[src/rtl/sump_cmd_decoder.sv]
// sump_cmd_decoder: frames 5-byte SUMP commands from the UART byte stream into
// control pulses and capture configuration registers, with inter-byte timeout.
module sump_cmd_decoder #(
  parameter int SAMPLE_WIDTH   = 8,
  parameter int TIMEOUT_CYCLES = 100000
) (
  input  logic                    system_clock,
  input  logic                    ext_reset_n,
  input  logic [7:0]              rx_data,
  input  logic                    rx_valid,
  input  logic                    capture_active,
  output logic                    cmd_reset,
  output logic                    cmd_arm,
  output logic                    cmd_query_meta,
  output logic                    cmd_query_id,
  output logic                    cfg_update,
  output logic                    cmd_error,
  output logic [23:0]             sample_div,
  output logic [15:0]             read_count,
  output logic [15:0]             delay_count,
  output logic [SAMPLE_WIDTH-1:0] trig_rising,
  output logic [SAMPLE_WIDTH-1:0] trig_falling
);
  localparam int CW = $clog2(TIMEOUT_CYCLES + 1);
  typedef enum logic {IDLE, COLLECT} state_t;
  state_t          r_state;
  logic [2:0]      r_idx;
  logic [CW-1:0]   r_cnt;
  logic [3:0][7:0] r_b;
  always_ff @(posedge system_clock or negedge ext_reset_n) begin
    if (!ext_reset_n) begin
      r_state        <= IDLE;
      r_idx          <= '0;
      r_cnt          <= '0;
      r_b            <= '0;
      cmd_reset      <= 1'b0;
      cmd_arm        <= 1'b0;
      cmd_query_meta <= 1'b0;
      cmd_query_id   <= 1'b0;
      cfg_update     <= 1'b0;
      cmd_error      <= 1'b0;
      sample_div     <= '0;
      read_count     <= '0;
      delay_count    <= '0;
      trig_rising    <= '0;
      trig_falling   <= '0;
    end else begin
      cmd_reset      <= 1'b0;
      cmd_arm        <= 1'b0;
      cmd_query_meta <= 1'b0;
      cmd_query_id   <= 1'b0;
      cfg_update     <= 1'b0;
      cmd_error      <= 1'b0;
      case (r_state)
        IDLE: if (rx_valid) begin
          r_b[0]  <= rx_data;
          r_idx   <= 3'd1;
          r_cnt   <= '0;
          r_state <= COLLECT;
        end
        COLLECT: if (rx_valid) begin
          r_cnt <= '0;
          if (r_idx == 3'd4) begin
            // B4 is consumed straight from rx_data; B0..B3 are already held
            r_state <= IDLE;
            r_idx   <= '0;
            case (r_b[0])
              8'h00: cmd_reset <= 1'b1;
              8'h01: if (capture_active) cmd_error <= 1'b1; else cmd_arm <= 1'b1;
              8'h02: cmd_query_meta <= 1'b1;
              8'h04: cmd_query_id <= 1'b1;
              8'h80: if (capture_active) cmd_error <= 1'b1; else begin
                cfg_update <= 1'b1;
                sample_div <= {r_b[2], r_b[3], rx_data};
              end
              8'h81: if (capture_active) cmd_error <= 1'b1; else begin
                cfg_update  <= 1'b1;
                read_count  <= {r_b[1], r_b[2]};
                delay_count <= {r_b[3], rx_data};
              end
              8'hC1: if (capture_active) cmd_error <= 1'b1; else begin
                cfg_update   <= 1'b1;
                trig_falling <= r_b[3][SAMPLE_WIDTH-1:0];
                trig_rising  <= rx_data[SAMPLE_WIDTH-1:0];
              end
              default: cmd_error <= 1'b1;
            endcase
          end else begin
            r_b[r_idx[1:0]] <= rx_data;
            r_idx           <= r_idx + 3'd1;
          end
        end else if (r_cnt == CW'(TIMEOUT_CYCLES)) begin
          cmd_error <= 1'b1;
          r_state   <= IDLE;
          r_idx     <= '0;
          r_cnt     <= '0;
        end else begin
          r_cnt <= r_cnt + 1'b1;
        end
      endcase
    end
  end
endmodule

[config.mk]
export PLATFORM = sky130hd
export DESIGN_NAME = sump_cmd_decoder
export DESIGN_NICKNAME = d
export VERILOG_FILES = /design/src/rtl/sump_cmd_decoder.sv
export SDC_FILE = /design/constraint.sdc
export NUM_CORES = 1
export LEC_CHECK = 0
export ABC_AREA = 0
export BUFFER_PORTS_ARGS = -buffer_cell sky130_fd_sc_hd__buf_2
export CORE_MARGIN = 2
export CORE_UTILIZATION = 43
export CTS_CLUSTER_DIAMETER = 100
export CTS_CLUSTER_SIZE = 30
export DETAILED_ROUTE_END_ITERATION = 12
export GPL_ROUTABILITY_DRIVEN = 1
export PLACE_DENSITY = 0.7
export SETUP_SLACK_MARGIN = 0.3
export SYNTH_ARGS = -nofsm -noshare
export SYNTH_HDL_FRONTEND = slang
export SYNTH_SLANG_ARGS = --single-unit
export TNS_END_PERCENT = 100
[constraint.sdc]
create_clock -name system_clock -period 5.3 [get_ports system_clock]
set_input_delay 0.265 -clock system_clock [delete_from_list [all_inputs] [get_ports system_clock]]
set_output_delay 0.265 -clock system_clock [all_outputs]
set_load 0.01 [all_outputs]
==> parameters.txt, run 1 <==
Parameter                              Value

Yosys
  Cell type contributing the most total cell area after synthesis    sky130_fd_sc_hd__dfrtp_1
  Main area contributors after synthesis    sky130_fd_sc_hd__dfrtp_1 61%, sky130_fd_sc_hd__mux2_2 20%, sky130_fd_sc_hd__nand2_1 1.9%
  Ys Warns    0
  Post-synthesis average cell area    between 10 and 15 um^2
  Yosys top cell area share    0.607
  Flops & latches, synth    131
  Number of distinct library cells after synthesis    44
  Share of the yosys chip area belonging to registers    0.607
  Post-Synthesis Cell Area    between 5000 and 6000 um^2
  Count of mapped cells out of synthesis    just under 400
  Post-Synthesis Net Count    407

Floorplanning
  Total die area    about 13000 um^2
  Effective utilization at floorplan    0.446
  Horizontal extent of the die    116 um
  Floorplan row count    40
  Area of the core region    between 10000 and 15000 um^2
  Chip height    116 um
  Ports    90

Pwr
  Internal power    1970 uW
  Power spent charging and discharging nets    671 uW
  Part of the power in the clock network    0.429
  Leakage power summed over all cells    0.00336 uW
  Combinational fraction of design power    0.099
  Fraction of power spent switching nets    0.254
  Largest voltage drop on the vdd net    ~0.21 mV
  Proportion of power drawn by flip-flops and latches    0.471
  Total power density per cell area    402 nW/um^2

Clock tree
  Worst skew pair latency    between 0.4 and 0.5 ns
  Post-CTS Resized    0
  H-tree depth    4
  TritonCTS clock tree    done
  Clock transition at path regs    0.06 ns
  Total clock sinks    around 130
  Buffers from clock root to sink, at most    2
  CTS root buffer    sky130_fd_sc_hd__clkbuf_16
  Number of buffers created by CTS    17

Final layout
  # fillers    1055
  Utilization of the core after routing    0.544
  Diode insertion count for antenna repair    0
  Commonest non-fill, non-tap cells in the layout    131 x sky130_fd_sc_hd__dfrtp_1, 98 x sky130_fd_sc_hd__mux2_2, 88 x sky130_fd_sc_hd__buf_2
  Share of post-route cells with drive strength above 1    0.454
  Non-Filler Instances    668
  Synthesis-to-layout area growth    22.0%
  Final design area excluding fillers    6580 um^2
  Most common cell after layout, fill and taps aside    sky130_fd_sc_hd__dfrtp_1
  Post-layout net count    roughly 500

Global route
  Global-route congestion overflow total    0
  Via count of the first global-routing pass    3791
  Maximum number of pins on one net before global-route repair    88
  Global-route usage over all layers    0.193
  Antenna violations before repair    0
  First-pass GRT wire length    19400 um

Route
  DRC violation total after the first TritonRoute iteration    about 220
  Remaining DRCs    0
  Per-cell routed wire length    17.7 um
  Initial DRT Pass Iterations    4
  Number of routed nets with antenna violations    0
  Vias    around 3500
  Total routed wirelength    approximately 12000 um
  Vias per std cell    5.19

Critical path
  Cell chain of the critical path    inv_1 -> ha_1 -> and2_1 -> nor4b_2 -> nand3_2 -> nor3_4 -> mux2_2
  Required time of the worst setup path    5.60 ns
  Arrival @ worst endpoint    3.38 ns
  Critical Path Max Stage Delay    0.95 ns
  Startpoint-to-endpoint class of the critical path    register to register
  Endpoint type of the worst setup path    register
  Crit-path max FO    24
  Worst flop-to-flop path startpoint    r_idx[0]
  Slowest-stage cell, CP    sky130_fd_sc_hd__nor3_4
  Element type at the critical path start    register
  Crit path from    r_idx[0]

Timing
  Highest clock frequency the design can meet    around 0.32 GHz
  Hold slack final    0.165 ns
  Transition at the pin with the smallest max-transition slack    1.16 ns
  Worst clock skew    roughly 0.0077 ns
  Final Hold Vio Count    0
  Final period util    0.582
  Pins over their slew limit    0
  Headroom to the max-slew limit    0.223
  Post-layout min period    3.09 ns
  Setup repair after global routing missed its margin    false
  Final count of negative-setup-slack endpoints    0
  Total negative slack    0 ns

Placed design
  Final RePlAce weighted congestion    0.876
  Port Buffer Count    89
  Cell total after placement    636
  Placement-stage cell area    6000 um^2
  Detailed Place HPWL    7850 um

Run status
  Outcome    finished, final reports clean

Flow run
  # Max-Cap Violations    0

Worst hold path
  Worst Min Path Start    capture_active
  Path class of the lowest-slack min-delay path    input port to register
[registers in the layout, summed over array words and instances (netlist names), 3 cells and up]
name          count
delay_count      16
r_b              32
r_cnt            17
r_idx             3
read_count       16
sample_div       24
trig_falling      8
trig_rising       8
[synthesized netlist by cell type, drive strengths merged]
library cell and instances:
a21oi 9, nand4 6, ha 6, a22o 1, xor2 2, a31oi 6
nor3b 5, a21o 5, or4b 2, o311ai 1, nor4b 1, nand2b 1
buf 8, and3 2, or4bb 1, o21ai 17, nand4b 1, nor2 12
nor3 7, and2 1, maj3 1, or2 2, inv 10, or3 4
nand2 27, clkbuf 3, nand3 3, a22oi 1, mux2 104, a32o 1
dfrtp 131, xnor2 1, nor2b 1, nor4 6
[area by class of cell]
cell class	instances	area (um^2)	area share
sequential	131	3280	0.498
multi-input combinational	237	2010	0.306
timing repair buffer	91	465	0.0707
clock buffer	20	447	0.0678
tap	168	210	0.0319
clock inverter	11	131	0.0200
inverter	10	37.5	0.00570
[critical path: cells and delay by family, from the launching register on]
family / cells / cell delay, ns
simple gates: 4 / 1.82
flops: 1 / 0.42
mux: 1 / 0.43
fa+ha+maj: 1 / 0.19
buf+inv: 1 / 0.11
[layer usage]
layer,global-route usage,vias up,routed length (um)
met2,0.311,82,5790
met3,0.0732,22,706
li1,-,1596,-
met1,0.237,1770,5080
met4,0.0778,0,238
met5,0,-,0
[repair_timing]
item | in CTS | in global routing
hold buffers | 1 | 0
buffers inserted | 0 | 0
hold endpoints to repair | 44 | 0
[through the flow]
| stage | worst slack [ns] | total power (uW) |
|---|---|---|
| after floorplan | 3.04 | 1420 |
| after global routing | 1.98 | 2760 |
| after CTS | 2.16 | 2680 |
| after detailed placement | 2.27 | 1530 |
| after global placement | 2.44 | 1500 |
| final | 2.21 | 2650 |
[power groups by stage]
stage	registers (uW)	logic, uW	clock network [uW]
global route	1270	296	1200
detailed placement	1260	265	0
global placement	1250	250	0
finish	1250	263	1140
CTS	1250	269	1160
floorplan	1220	197	0
[logic make-up (layout without fill, tap and decap cells)]
kind of cell | count (synthesis) | after routing | synth area share
muxes | 104 | 104 | 0.217
xor gates and xnor gates | 3 | 3 | 0.00487
and+or+nand+nor | 82 | 82 | 0.0902
AOI/OAI and AO/OA | 41 | 41 | 0.0445
buffers and inverters | 21 | 132 | 0.0204
adders and majority gates | 7 | 7 | 0.0158
DFF | 131 | 131 | 0.607
[final timing paths]
path / to / slack [ns] / depth (start not counted)
worst max-delay path: sample_div[9] / 2.21 / 7
worst min-delay path: cmd_arm / 0.17 / 4
worst max register to register: sample_div[9] / 2.21 / 7
worst min register to register: read_count[4] / 0.48 / 1
max in group asynchronous: read_count[7] / 3.42 / 3
min in group asynchronous: r_cnt[13] / 0.40 / 2
Note: power is estimated with default switching activity, not from simulation.
==> inputs of run 2 (changes only) <==
ABC_AREA = 1   (was 0)
PLACE_DENSITY = 0.72   (was 0.7)
clock period = 2.7 ns   (was 5.3 ns; I/O delays follow)
==> run 2 against run 1 <==
Via count rose by 26%. Sequential share of layout area fell by 1.2 points. Critical endpoint is now read_count[9]. Flip-flop and latch count did not move. Setup slack got worse by 1.6 ns. First-iteration DRC count rose by 36%. Synthesized cell count rose by 53%.
==> parameters.txt, run 2 <==
Parameter                              Value

Run status
  Outcome    finished, final reports clean

Clock tree
  Worst skew pair latency    0.42 ns (about the same)
  Post-CTS Repair Setup Buffers    0 (unchanged)
  Total clock sinks    131 (unchanged)
  TritonCTS clock tree    done
  Post-cts hold buffer count    3 (+2)
  Post-CTS Resized    0 (unchanged)
  Number of buffers created by CTS    17 (unchanged)
  H-tree depth    4 (unchanged)
  Clock transition at path regs    0.06 ns (about the same)
  CTS root buffer    sky130_fd_sc_hd__clkbuf_16
  Buffers from clock root to sink, at most    2 (unchanged)

Yosys
  Primary FF master, synth    sky130_fd_sc_hd__dfrtp_1
  Main area contributors after synthesis    sky130_fd_sc_hd__dfrtp_1 59%, sky130_fd_sc_hd__nand2_1 11%, sky130_fd_sc_hd__o21ai_0 6.7%
  Cell type contributing the most total cell area after synthesis    sky130_fd_sc_hd__dfrtp_1
  Ys Warns    0 (unchanged)
  Yosys top cell area share    0.591 (-0.0162)
  EDFF count, synth    0 (unchanged)
  Post-synthesis average cell area    9.29 um^2 (-33%)
  Share of the yosys chip area belonging to registers    0.591 (-0.0162)
  Post-Synthesis Cell Area    5550 um^2 (+2.7%)
  Post-Synthesis Net Count    615 (+51%)
  Count of mapped cells out of synthesis    597 (+53%)
  Cell with the most instances after synthesis    sky130_fd_sc_hd__nand2_1
  Synth cell count leaders    160 x sky130_fd_sc_hd__nand2_1, 131 x sky130_fd_sc_hd__dfrtp_1, 74 x sky130_fd_sc_hd__o21ai_0
  Number of distinct library cells after synthesis    25 (-43%)
  Flops & latches, synth    131 (unchanged)
  Async set-or-reset flop fraction in the synthesized netlist    1.00 (unchanged)

Pwr
  Leakage power summed over all cells    0.00342 uW (+1.7%)
  Total power density per cell area    803 nW/um^2 (+100%)
  Largest voltage drop on the vdd net    0.333 mV (+55%)

Route
  DRC violation total after the first TritonRoute iteration    305 (+36%)
  Remaining DRCs    0 (unchanged)
  Per-cell routed wire length    14.5 um (-18%)
  Total routed wirelength    12700 um (+7.6%)
  Vias per std cell    5.00 (-3.8%)
  Initial DRT Pass Iterations    6 (+2)
  Vias    4386 (+26%)
  Number of routed nets with antenna violations    0 (unchanged)

Timing
  Final count of negative-setup-slack endpoints    0 (unchanged)
  Post-layout worst setup margin    0.626 ns (-1.59 ns)
  Pins over their slew limit    0 (unchanged)
  Transition at the pin with the smallest max-transition slack    0.593 ns (-0.568 ns)
  Final Hold Vio Count    0 (unchanged)
  Highest clock frequency the design can meet    0.482 GHz (+49%)
  Worst clock skew    0.0144 ns (+0.00677 ns)
  Final period util    0.768 (+0.186)
  Post-layout min period    2.07 ns (-1.01 ns)
  Setup repair after global routing missed its margin    false
  Total negative slack    0 ns (unchanged)
  Headroom to the max-slew limit    0.605 (+0.381)

Placed design
  Port Buffer Count    89 (unchanged)
  Detailed Place HPWL    8690 um (+11%)
  Final RePlAce weighted congestion    0.900 (+2.8%)
  Worst slack at placement    0.671 ns (-1.60 ns)

Final layout
  Post-layout net count    713 (+41%)
  Top flop regs    r_b x32, sample_div x24, r_cnt x17
  Diode insertion count for antenna repair    0 (unchanged)
  Max reg flops    32 (unchanged)
  Most common cell after layout, fill and taps aside    sky130_fd_sc_hd__nand2_1
  Synthesis-to-layout area growth    21.7%
  Share of post-route cells with drive strength above 1    0.218 (-0.236)
  Commonest non-fill, non-tap cells in the layout    159 x sky130_fd_sc_hd__nand2_1, 131 x sky130_fd_sc_hd__dfrtp_1, 88 x sky130_fd_sc_hd__buf_2
  Biggest register    r_b

Critical path
  Startpoint-to-endpoint class of the critical path    register to register
  Element type at the critical path start    register
  Arrival @ worst endpoint    2.37 ns (-1.01 ns)
  Slowest-stage cell, CP    sky130_fd_sc_hd__dfrtp_1
  Required time of the worst setup path    3.00 ns (-2.60 ns)
  Critical Path Max Stage Delay    0.41 ns (-0.54 ns)
  Cell with the most instances on the worst path    sky130_fd_sc_hd__nand2_2
  Endpoint type of the worst setup path    register
  Crit-path max FO    23 (-4.2%)
  Cell chain of the critical path    inv_1 -> ha_1 -> nand2_2 -> nor2_4 -> nand2_2 -> nor2_4 -> nand2_2 -> buf_12 -> nand2_1 -> o21ai_2

Global route
  Via count of the first global-routing pass    4280 (+13%)
  First-pass GRT wire length    21700 um (+12%)
  Maximum number of pins on one net before global-route repair    50 (-43%)
  Antenna violations before repair    0 (unchanged)
  Global-route usage over all layers    0.196 (+0.00285)
  Global-route congestion overflow total    0 (unchanged)

Floorplanning
  Total die area    13800 um^2 (+2.6%)
  Floorplan row count    41 (+2.5%)
  Horizontal extent of the die    118 um (+1.3%)
  Chip height    118 um (+1.3%)
  Area of the core region    12600 um^2 (+4.2%)
  Effective utilization at floorplan    0.439 (-0.00624)
  Ports    90 (unchanged)

Flow run
  # Max-Cap Violations    0 (unchanged)

Worst hold path
  Path class of the lowest-slack min-delay path    input port to register
run 2: changes by cell type after synthesis, sizes merged, moves of 7 or more:
cell   change
inv       +58
nand3     +14
o22ai      +7
xor2       +7
o21ai    +101
a21oi      -8
mux2     -104
nor2      +24
buf       +10
nand2    +135
run 2: path summary, 6_finish.rpt:
path	startpoint	slack [ns]	endpoint	cells after the start
min in group asynchronous	ext_reset_n	0.29	sample_div[20]	2
hold / removal	rx_data[5]	0.04	r_b[21]	3
setup reg to reg	r_idx[0]	0.63	read_count[9]	10
hold reg to reg	read_count[5]	0.48	read_count[5]	2
setup / recovery	r_idx[0]	0.63	read_count[9]	10
max in group asynchronous	ext_reset_n	1.54	sample_div[13]	3
run 2: cell type report:
type                       instances  area, um^2
tap                              172         215
multi-input combinational        375        1840
fill                            1114        5870
clock inverter                     9         106
timing repair buffer             102         591
inverter                          68         255
sequential                       131        3280
clock buffer                      21         460
run 2: worst max-delay path: cells and delay by family, from the launching register on:
| family | cells | cell delay (ns) |
|---|---|---|
| compound gates | 1 | 0.06 |
| simple gates | 6 | 0.88 |
| flops | 1 | 0.41 |
| buf+inv | 2 | 0.39 |
| fa+ha+maj | 1 | 0.20 |
run 2: report_power, final:
| group | internal [uW] | switching (uW) | total (uW) |
|---|---|---|---|
| sequential | 2250 | 149 | 2400 |
| clock | 1390 | 799 | 2190 |
| combinational | 252 | 572 | 823 |
run 2: cell families after synthesis:
logic type	Yosys count	share of synthesized area
buffers and inverters	91	0.0767
AO/OA/AOI/OAI	128	0.131
XOR/XNOR	10	0.0158
AND/OR/NAND/NOR	231	0.172
flip-flops	131	0.591
adder cells (fa/ha/maj)	6	0.0135
run 2: metrics by stage:
step	hold slack (ns)	instance area [um^2]	power (uW)	std cells	util
after detailed placement	0.181	6150	3250	845	0.488
final	0.0408	6750	5420	878	0.535
after floorplan	-0.161	5550	2970	597	-
after CTS	0.0274	6750	5470	878	0.535
after global placement	0.170	6150	3190	845	0.488
after global routing	0.0429	6750	5750	878	0.535
run 2: metal layers:
| layer | GRT usage | wire (um) |
|---|---|---|
| met1 | 0.253 | 5580 |
| met2 | 0.322 | 6250 |
| met3 | 0.0499 | 697 |
| met4 | 0.0715 | 183 |
| met5 | 0 | 0 |
